File: config.mk
export PLATFORM = sky130hd
export DESIGN_NAME = serial_adder
export DESIGN_NICKNAME = d
export VERILOG_FILES = /design/src/rtl/serial_adder_pkg.sv /design/src/rtl/serial_adder_fa_cell.sv /design/src/rtl/serial_adder.sv
export SDC_FILE = /design/constraint.sdc
export NUM_CORES = 1
export LEC_CHECK = 0
export BUFFER_PORTS_ARGS = -buffer_cell sky130_fd_sc_hd__buf_2
export CAP_MARGIN = 20
export CORE_ASPECT_RATIO = 0.9
export CORE_MARGIN = 2
export CORE_UTILIZATION = 44
export CTS_BUF_LIST = sky130_fd_sc_hd__clkbuf_16
export CTS_CLUSTER_SIZE = 40
export DETAILED_ROUTE_END_ITERATION = 6
export HOLD_SLACK_MARGIN = 0.12
export PLACE_DENSITY_LB_ADDON = 0.15
export SLEW_MARGIN = 0
export SYNTH_ARGS = -nofsm -noshare
export SYNTH_HDL_FRONTEND = slang
export SYNTH_SLANG_ARGS = --single-unit
File: constraint.sdc
create_clock -name clk -period 1.8 [get_ports clk]
set_input_delay 0.36 -clock clk [delete_from_list [all_inputs] [get_ports clk]]
set_output_delay 0.36 -clock clk [all_outputs]
set_load 0.05 [all_outputs]
File: src/rtl/serial_adder_pkg.sv
// serial_adder_pkg: shared definitions for the serial adder slice.
//   state_e   : controller states (IDLE accepts, RUN computes, DONE presents)
//   DEF_WIDTH : default operand/result width
//   DEF_DIGIT : default number of bits processed per cycle
package serial_adder_pkg;

  typedef enum logic [1:0] {
    IDLE = 2'd0,
    RUN  = 2'd1,
    DONE = 2'd2
  } state_e;

  localparam int DEF_WIDTH = 16;
  localparam int DEF_DIGIT = 1;

endpackage

File: src/rtl/serial_adder_fa_cell.sv
// fa_cell: one-bit full adder made of two half adders and an OR for carry.
//   a, b : operand bits
//   ci   : carry in
//   s    : sum bit
//   co   : carry out
module fa_cell (
  input  logic a,
  input  logic b,
  input  logic ci,
  output logic s,
  output logic co
);

  logic p_s;
  logic g1_s;
  logic g2_s;

  // first half adder combines the operands, second folds in the carry
  assign p_s  = a ^ b;
  assign g1_s = a & b;
  assign s    = p_s ^ ci;
  assign g2_s = p_s & ci;
  assign co   = g1_s | g2_s;

endmodule

File: src/rtl/serial_adder.sv
// serial_adder: digit-serial adder/subtractor, DIGIT bits per clock.
//   clk, rst_n              : clock, asynchronous active-low reset
//   start_valid/start_ready : operation handshake (a, b, cin, sub captured)
//   res_valid/res_ready     : result handshake (sum, cout, ovf held stable)
//   sum  : result modulo 2^WIDTH
//   cout : carry out of the MSB (subtract: 1 means no borrow)
//   ovf  : two's-complement signed overflow
module serial_adder
  import serial_adder_pkg::*;
#(
  parameter int WIDTH = DEF_WIDTH,
  parameter int DIGIT = DEF_DIGIT
) (
  input  logic             clk,
  input  logic             rst_n,
  input  logic             start_valid,
  output logic             start_ready,
  input  logic [WIDTH-1:0] a,
  input  logic [WIDTH-1:0] b,
  input  logic             cin,
  input  logic             sub,
  output logic             res_valid,
  input  logic             res_ready,
  output logic [WIDTH-1:0] sum,
  output logic             cout,
  output logic             ovf
);

  localparam int N  = WIDTH / DIGIT;
  localparam int CW = (N > 1) ? $clog2(N) : 1;

  if ((DIGIT < 1) || (WIDTH < 2) || ((WIDTH % DIGIT) != 0)) begin : g_param_check
    $error("serial_adder: WIDTH must be >= 2 and a multiple of DIGIT");
  end

  state_e           state_r;
  state_e           state_s;
  logic [WIDTH-1:0] a_r;
  logic [WIDTH-1:0] b_r;
  logic [WIDTH-1:0] acc_r;
  logic [WIDTH-1:0] sum_r;
  logic             carry_r;
  logic             cout_r;
  logic             ovf_r;
  logic             start_ready_r;
  logic             res_valid_r;
  logic [CW-1:0]    cnt_r;

  logic [DIGIT:0]   c_s;
  logic [DIGIT-1:0] slice_s;
  logic [WIDTH-1:0] slice_ext_s;
  logic [WIDTH-1:0] acc_next_s;
  logic             last_s;

  assign last_s = (cnt_r == CW'(N - 1));

  // ripple chain for the current slice; c_s[0] is the carry kept between slices
  assign c_s[0] = carry_r;
  for (genvar i = 0; i < DIGIT; i++) begin : g_fa
    fa_cell u_fa (
      .a  (a_r[i]),
      .b  (b_r[i]),
      .ci (c_s[i]),
      .s  (slice_s[i]),
      .co (c_s[i+1])
    );
  end

  // new slice enters the accumulator at the top; after N slices the LSB slice sits at bit 0
  always_comb begin
    slice_ext_s              = {WIDTH{1'b0}};
    slice_ext_s[DIGIT-1:0]   = slice_s;
    acc_next_s               = (acc_r >> DIGIT) | (slice_ext_s << (WIDTH - DIGIT));
  end

  // next-state logic of the controller
  always_comb begin
    state_s = state_r;
    case (state_r)
      IDLE: begin
        if (start_valid) state_s = RUN;
        else             state_s = IDLE;
      end
      RUN: begin
        if (last_s) state_s = DONE;
        else        state_s = RUN;
      end
      DONE: begin
        if (res_ready) state_s = IDLE;
        else           state_s = DONE;
      end
      default: state_s = IDLE;
    endcase
  end

  // state register plus handshake flags registered from the next state
  always_ff @(posedge clk or negedge rst_n) begin
    if (!rst_n) begin
      state_r       <= IDLE;
      start_ready_r <= 1'b1;
      res_valid_r   <= 1'b0;
    end else begin
      state_r       <= state_s;
      start_ready_r <= (state_s == IDLE);
      res_valid_r   <= (state_s == DONE);
    end
  end

  // operand capture, slice processing and result capture
  always_ff @(posedge clk or negedge rst_n) begin
    if (!rst_n) begin
      a_r     <= {WIDTH{1'b0}};
      b_r     <= {WIDTH{1'b0}};
      acc_r   <= {WIDTH{1'b0}};
      sum_r   <= {WIDTH{1'b0}};
      carry_r <= 1'b0;
      cout_r  <= 1'b0;
      ovf_r   <= 1'b0;
      cnt_r   <= CW'(0);
    end else begin
      case (state_r)
        IDLE: begin
          if (start_valid) begin
            // subtract as a + ~b + ~cin so the same adder serves both modes
            a_r     <= a;
            b_r     <= sub ? ~b : b;
            carry_r <= sub ? ~cin : cin;
            cnt_r   <= CW'(0);
          end
        end
        RUN: begin
          a_r     <= a_r >> DIGIT;
          b_r     <= b_r >> DIGIT;
          carry_r <= c_s[DIGIT];
          acc_r   <= acc_next_s;
          cnt_r   <= last_s ? CW'(0) : cnt_r + CW'(1);
          if (last_s) begin
            sum_r  <= acc_next_s;
            cout_r <= c_s[DIGIT];
            ovf_r  <= c_s[DIGIT-1] ^ c_s[DIGIT];
          end
        end
        default: begin
        end
      endcase
    end
  end

  assign start_ready = start_ready_r;
  assign res_valid   = res_valid_r;
  assign sum         = sum_r;
  assign cout        = cout_r;
  assign ovf         = ovf_r;

endmodule

==> results of run 1 <==
[report_power, final]
group          internal [W]  switching, W  total (W)
sequential          0.00230      0.000458    0.00276
combinational       0.00103       0.00161    0.00264
clock               0.00107      0.000702    0.00177
total               0.00440       0.00277    0.00717
[final cells by class]
class                   instances  area [µm²]
clock buffers                   9         225
flip-flops and latches         74        1850
clock inverters                 7        70.1
inverters                       1        3.75
well taps                      96         120
fillers                       688        3420
repair buffers                 76         433
multi-input cells             223        1500
[metal layers]
metal | global-route usage [%] | routed length (µm)
met2 | 28.0 | 3350
met5 | 0 | 0
met4 | 5.68 | 81
met3 | 6.00 | 321
met1 | 24.3 | 3530
[metrics by stage]
step	util, %	total power (W)	setup slack [ns]
final	55.1	0.00717	0.0698
after detailed placement	51.1	0.00544	0.0885
after CTS	55.1	0.00723	0.0862
after global routing	55.1	0.00762	0.00389
after floorplan	-	0.00476	0.258
after global placement	51.1	0.00536	0.137
[critical path, cell delays in order, from the launching register on]
cell and delay (ns):
dfrtp_1 0.40, ha_1 0.23, and3_1 0.24, and2_4 0.40, mux2_4 0.33
[layout by cell type (no fill, tap or decap), drive strengths merged, types with 2 or more instances in the layout]
| cell type | count |
|---|---|
| a21o | 2 |
| a21oi | 20 |
| a22oi | 21 |
| buf | 75 |
| clkbuf | 9 |
| clkinvlp | 3 |
| dfrtp | 73 |
| inv | 3 |
| mux2 | 17 |
| nand2 | 73 |
| nor2 | 3 |
| nor2b | 18 |
| o211ai | 6 |
| o21ai | 20 |
| o221ai | 9 |
| xnor2 | 17 |
[how the worst max path moves through the flow]
stage | from | to | slack, ns | depth (start not counted)
CTS | cnt_r[0] | sum[5] | 0.09 | 4
detailed placement | cnt_r[0] | sum[5] | 0.09 | 4
global route | cnt_r[0] | sum[7] | 0.004 | 4
finish | cnt_r[0] | sum[7] | 0.07 | 4
global placement | cnt_r[0] | sum[2] | 0.14 | 4
floorplan | cnt_r[0] | cout | 0.26 | 5
[logic make-up after synthesis]
| logic type | after synthesis |
|---|---|
| AND/OR/NAND/NOR | 101 |
| flip-flops | 74 |
| AO/OA/AOI/OAI | 85 |
| XOR/XNOR | 18 |
| buffers and inverters | 26 |
| adder cells (fa/ha/maj) | 2 |
| multiplexers | 17 |
[registers in the layout (all words and copies together), names as in the netlist]
| name | count |
|---|---|
| state_r | 2 |
| carry_r | 1 |
| cout | 1 |
| sum | 16 |
| b_r | 16 |
| cnt_r | 4 |
| ovf | 1 |
| start_ready | 1 |
| acc_r | 15 |
| res_valid | 1 |
| a_r | 16 |
==> summary.md, run 1 <==
| Metric | Value |
|---|---|
| Max Fclk | 578 MHz |
| Crit path kind | reg -> reg |
| Simple logic cell fraction of the synthesized area | between 10% and 20% |
| Largest family of logic cells by synthesized area | compound AO/OA/AOI/OAI gates |
| Actual slew at the worst max-slew pin | 0.699 ns |
| RePlAce Congestion | 0.713 |
| GR Util All Layers | 18.0% |
| Clk_skew | about 0.005 ns |
| Global-route wire length before repair | 12.2 mm |
| Post-DP HPWL | between 4 and 5 mm |
| Vias in the first global route | 2,450 |
| Placed Instances | 469 |
| Dpl cell area | 3890 µm² |
| Fin Hold WS | a little under 0.3 ns |
| Worst-skew pair later-pin latency | between 0.3 and 0.4 ns |
| Synth Register Bits | between 70 and 80 |
| Drt pass-1 iters | 4 |
| Sink Count | 74 |
| Gr ovfl total | 0 |
| Post-Layout Cell Count | 486 |
| Mean post-synth cell area | 10.8 µm² |
| Final hold violation count | 0 |
| H-tree Lvls | 3 |
| Via density | approximately 5.2 |
| RSZ-0062 raised after global routing | no |
| Xor/xnor share of the synthesized area | 4.50% |
| Reg2Reg Depth | 4 |
| Commonest cells in the synthesized netlist | dfrtp_1 (73), nand2_1 (73), a22oi_1 (21), a21oi_1 (20) |
| Critical Path Start Type | flop |
| Initial DRC Count | 148 |
| Top_reg_cell synth | dfrtp_1 |
| Hold Path Stages | 3 |
| Mapped Area | 3500 µm² |
| Worst r2r src | cnt_r[0] |
| Max-Cap Viols | 0 |
| Drt total wl | 7.28 mm |
| CTS tree | done |
| Ys Warns | 0 |
| Vias | 2,530 |
| Hold_buf cts | 1 |
| Main area contributors after synthesis | dfrtp_1 (52%), nand2_1 (7.8%), mux2_4 (7.3%) |
| DRC | 0 |
| Mux cell area share after synthesis | 7.29% |
| Worst endpoint required time | 2.02 ns |
| ANT nets after route | 0 |
| Async SR Flop Fraction | 100% |
| Layout net count | 425 |
| Leak pwr | approximately 2.0 nW |
| Final max-slew violation count | 0 |
| Final total negative setup slack | 0 ns |
| Synth Area in Compound Gates | 17.0% |
| Synth top area share | 52.2% |
| PortBufs | 57 |
| Syn nets | 363 |
| Clk slew on worst S/H paths | 0.06 ns |
| Post_cts resized | 0 |
| IO Count | 58 |
| Clock Tree Buf Depth | 2 |
| Post-DR wirelength/cell | about 15 µm |
| Syn Inst Count | 323 |
| Worst hold start | a[13] |
| Row count | 30 |
| Starting Density | 45.9% |
| Post-synth top area cell | dfrtp_1 |
| Slew headroom | 53.3% |
| Share of layout cells above drive strength 1 | around 30% |
| Arrival time at the worst endpoint | 1.95 ns |
| Largest net degree at the start of global routing | 32 |
| Reg2Reg Capture Point | sum[7] |
| Hold Path Class | in -> reg |
| Post-route cell area | around 4200 µm² |
| Antenna violations before repair | 0 |
| Die area | between 8000 and 9000 µm² |
| Die X | 98.0 µm |
| EDFF count, synth | 0 |
| Yosys cell types | 39 |
| Peak supply drop | 0.000639 V |
| TritonCTS buffer count | 9 |
| Tmin final | 1.73 ns |
| Post-synthesis sequential area ratio | 52.9% |
| FF-to-FF setup slack | 0.07 ns |
| Hold EP | a_r[13] |
| Die Ht | slightly below 90 µm |
| Status | finished clean |
| Clock root cell | clkbuf_16 |
| N_diodes | 0 |
| Synthesis-to-finish area growth | 20.0% |
| Crit path max fanout | 20 |
| Placeable Area | 7620 µm² |
| Pwr/cell area | 1710 nW/µm² |
| Synth Area in Adders | 0.929% |
| Setup Fix Bufs, Post-CTS | 0 |
| Crit end category | flop |
| Fin crit share | 96.1% |
| Setup violators final | 0 |
Power figures use the tool's default switching activity.
==> run 2, diff against run 1 <==
CORE_MARGIN = not set   (was 2)
==> run 2 against run 1 <==
Register-to-register slack hardly changed. Sequential power hardly changed. Total power hardly changed. Die area is 4.3% lower. Via count is 0.71% lower. Maximum frequency is 0.48% higher. Critical path depth stayed put.
==> summary.md, run 2 (synthesized netlist as in run 1, its figures left out) <==
| Metric | Value |
|---|---|
| Status | finished clean |
| Starting Density | 45.9% (unchanged) |
| Peak supply drop | 0.000671 V (+4.9%) |
| DRC | 0 (unchanged) |
| Reg2Reg Capture Point | sum[2] |
| Combinational share of power | 36.8% (about the same) |
| Max-Cap Viols | 0 (unchanged) |
| Arrival time at the worst endpoint | 1.93 ns (-0.02 ns) |
| Global-route wire length before repair | 11.6 mm (-5.3%) |
| Die Ht | 86.6 µm (-2.3%) |
| Placeable Area | 7620 µm² (unchanged) |
| CP top delay family | simple AND/OR/NAND/NOR gates |
| Clk slew on worst S/H paths | 0.06 ns (about the same) |
| Reg2Reg Depth | 4 (unchanged) |
| Worst r2r src | cnt_r[0] |
| Drt pass-1 iters | 4 (unchanged) |
| Buffers and inverters on the worst path | 0 (unchanged) |
| Crit path max fanout | 20 (unchanged) |
| H-tree Lvls | 3 (unchanged) |
| Share of layout cells above drive strength 1 | 29.6% (-0.36 points) |
| Setup violators final | 0 (unchanged) |
| Critical Path Max Stage Delay | 0.40 ns (about the same) |
| RSZ-0062 raised after global routing | no |
| Worst-skew pair later-pin latency | 0.33 ns (about the same) |
| Pwr/cell area | 1700 nW/µm² (-0.39%) |
| Fin crit share | 95.7% (-0.45 points) |
| N_diodes | 0 (unchanged) |
| PortBufs | 57 (unchanged) |
| Post-route cell area | 4220 µm² (+0.39%) |
| Synthesis-to-finish area growth | 20.4% |
| Antenna violations before repair | 0 (unchanged) |
| Vias in the first global route | 2,414 (-1.5%) |
| Clock Tree Buf Depth | 2 (unchanged) |
| Max Fclk | 581 MHz (+0.48%) |
| Largest net degree at the start of global routing | 41 (+28%) |
| Tmin final | 1.72 ns (-0.00818 ns) |
| GR Util All Layers | 18.3% (+0.27 points) |
| FF-to-FF setup slack | 0.08 ns (about the same) |
| Gr ovfl total | 0 (unchanged) |
| Clk pwr share | 25.0% (+0.3 points) |
| Crit path kind | reg -> reg |
| Switch Pwr | 0.00275 W (-0.69%) |
| Via density | 5.19 (-0.30%) |
| Commonest cells after routing, fill and taps aside | nand2_1 (73), dfrtp_1 (73), buf_2 (56), a22oi_1 (21), a21oi_1 (20) |
| Dpl cell area | 3910 µm² (+0.26%) |
| Slew headroom | 69.5% (+16 points) |
| RePlAce Congestion | 0.779 (+9.2%) |
| Pre-CTS WS | 0.0779 ns (-0.0106 ns) |
| Sink Count | 74 (unchanged) |
| Final hold violation count | 0 (unchanged) |
| Hold Path Class | in -> reg |
| ANT nets after route | 0 (unchanged) |
| Critical path, cell by cell | ha_1 > and3_1 > and2_4 > mux2_4 |
| Final max-slew violation count | 0 (unchanged) |
| Post-DP HPWL | 4.49 mm (-7.1%) |
| Layout net count | 423 (-0.47%) |
| Worst endpoint required time | 2.01 ns (about the same) |
| TritonCTS buffer count | 9 (unchanged) |
| Clk_skew | 0.00657 ns (+0.00159 ns) |
| Row count | 30 (unchanged) |
| Die area | 8320 µm² (-4.3%) |
| Clock root cell | clkbuf_16 |
| Leak pwr | 2.03 nW (about the same) |
| Cell depth of the worst setup path | 4 (unchanged) |
| Drt total wl | 6.92 mm (-4.9%) |
| Actual slew at the worst max-slew pin | 0.456 ns (-0.243 ns) |
| Setup WS post-layout | 0.0780 ns (+0.00818 ns) |
| Vias | 2,512 (-0.71%) |
| Start point of the critical path | cnt_r[0] |
| Seq pwr share | 38.2% (-0.3 points) |
| Die X | 96.0 µm (-2.0%) |
| IO Count | 58 (unchanged) |
| Crit path max-delay cell type | dfrtp_1 |
| Total power | 0.00717 W (about the same) |
| Post-DR wirelength/cell | 14.3 µm (-4.5%) |
| Critical Path End | sum[2] |
| CTS tree | done |
| Final total negative setup slack | 0 ns (unchanged) |
| Power Internal | 0.00442 W (+0.42%) |
| Switching share of power | 38.3% (-0.26 points) |
| Crit end category | flop |
| Critical Path Start Type | flop |
| Initial DRC Count | 116 (-22%) |
run 2: changes by cell type in the layout (fill, tap and decap cells not counted), sizes merged:
cell      change
clkinv        +2
buf           -2
clkinvlp      -2
run 2: layout make-up:
class | count | area, µm²
fillers | 680 | 3400
flip-flops and latches | 74 | 1850
multi-input cells | 223 | 1500
repair buffers | 74 | 443
clock buffers | 9 | 225
well taps | 96 | 120
clock inverters | 7 | 76.3
inverters | 1 | 3.75
run 2: metrics by stage:
step	cells	hold WS [ns]	utilization [%]
CTS	484	0.295	55.3
global placement	467	0.274	51.2
global route	484	0.318	55.3
finish	484	0.304	55.3
floorplan	323	0.0644	-
detailed placement	467	0.273	51.2
run 2: routing by layer:
| metal | up-vias | global-route usage, % | part of all wire (%) |
|---|---|---|---|
| met5 | - | 0 | 0 |
| met2 | 66 | 28.9 | 47 |
| met4 | 0 | 5.29 | 0.22 |
| met3 | 2 | 5.35 | 3.7 |
| li1 | 1241 | - | - |
| met1 | 1203 | 24.3 | 49 |
run 2: how the worst min path moves through the flow:
stage / start / cells after the start / to
floorplan: rst_n / 0 / a_r[0]
global placement: rst_n / 1 / acc_r[8]
detailed placement: rst_n / 1 / sum[10]
CTS: a[13] / 3 / a_r[13]
global route: a[13] / 3 / a_r[13]
finish: a[13] / 3 / a_r[13]
run 2: tightest hold or removal path: stages:
cell and delay [ns]:
buf_2 0.08, a21oi_1 0.05, o21ai_1 0.10
run 2: power by group through the flow:
stage               Sequential, W  Combinational, W  Clock (W)
floorplan                 0.00328           0.00147          0
global placement          0.00275           0.00262          0
detailed placement        0.00276           0.00266          0
CTS                       0.00275           0.00267    0.00184
global route              0.00284           0.00291    0.00190
finish                    0.00274           0.00264    0.00179
run 2: repair_timing:
| item | 4_1_cts | 5_1_grt |
|---|---|---|
| buffers inserted | 0 | 0 |
| endpoints found under the hold margin | 20 | 0 |
| hold buffers | 1 | 0 |
| gates resized for setup | 0 | 0 |
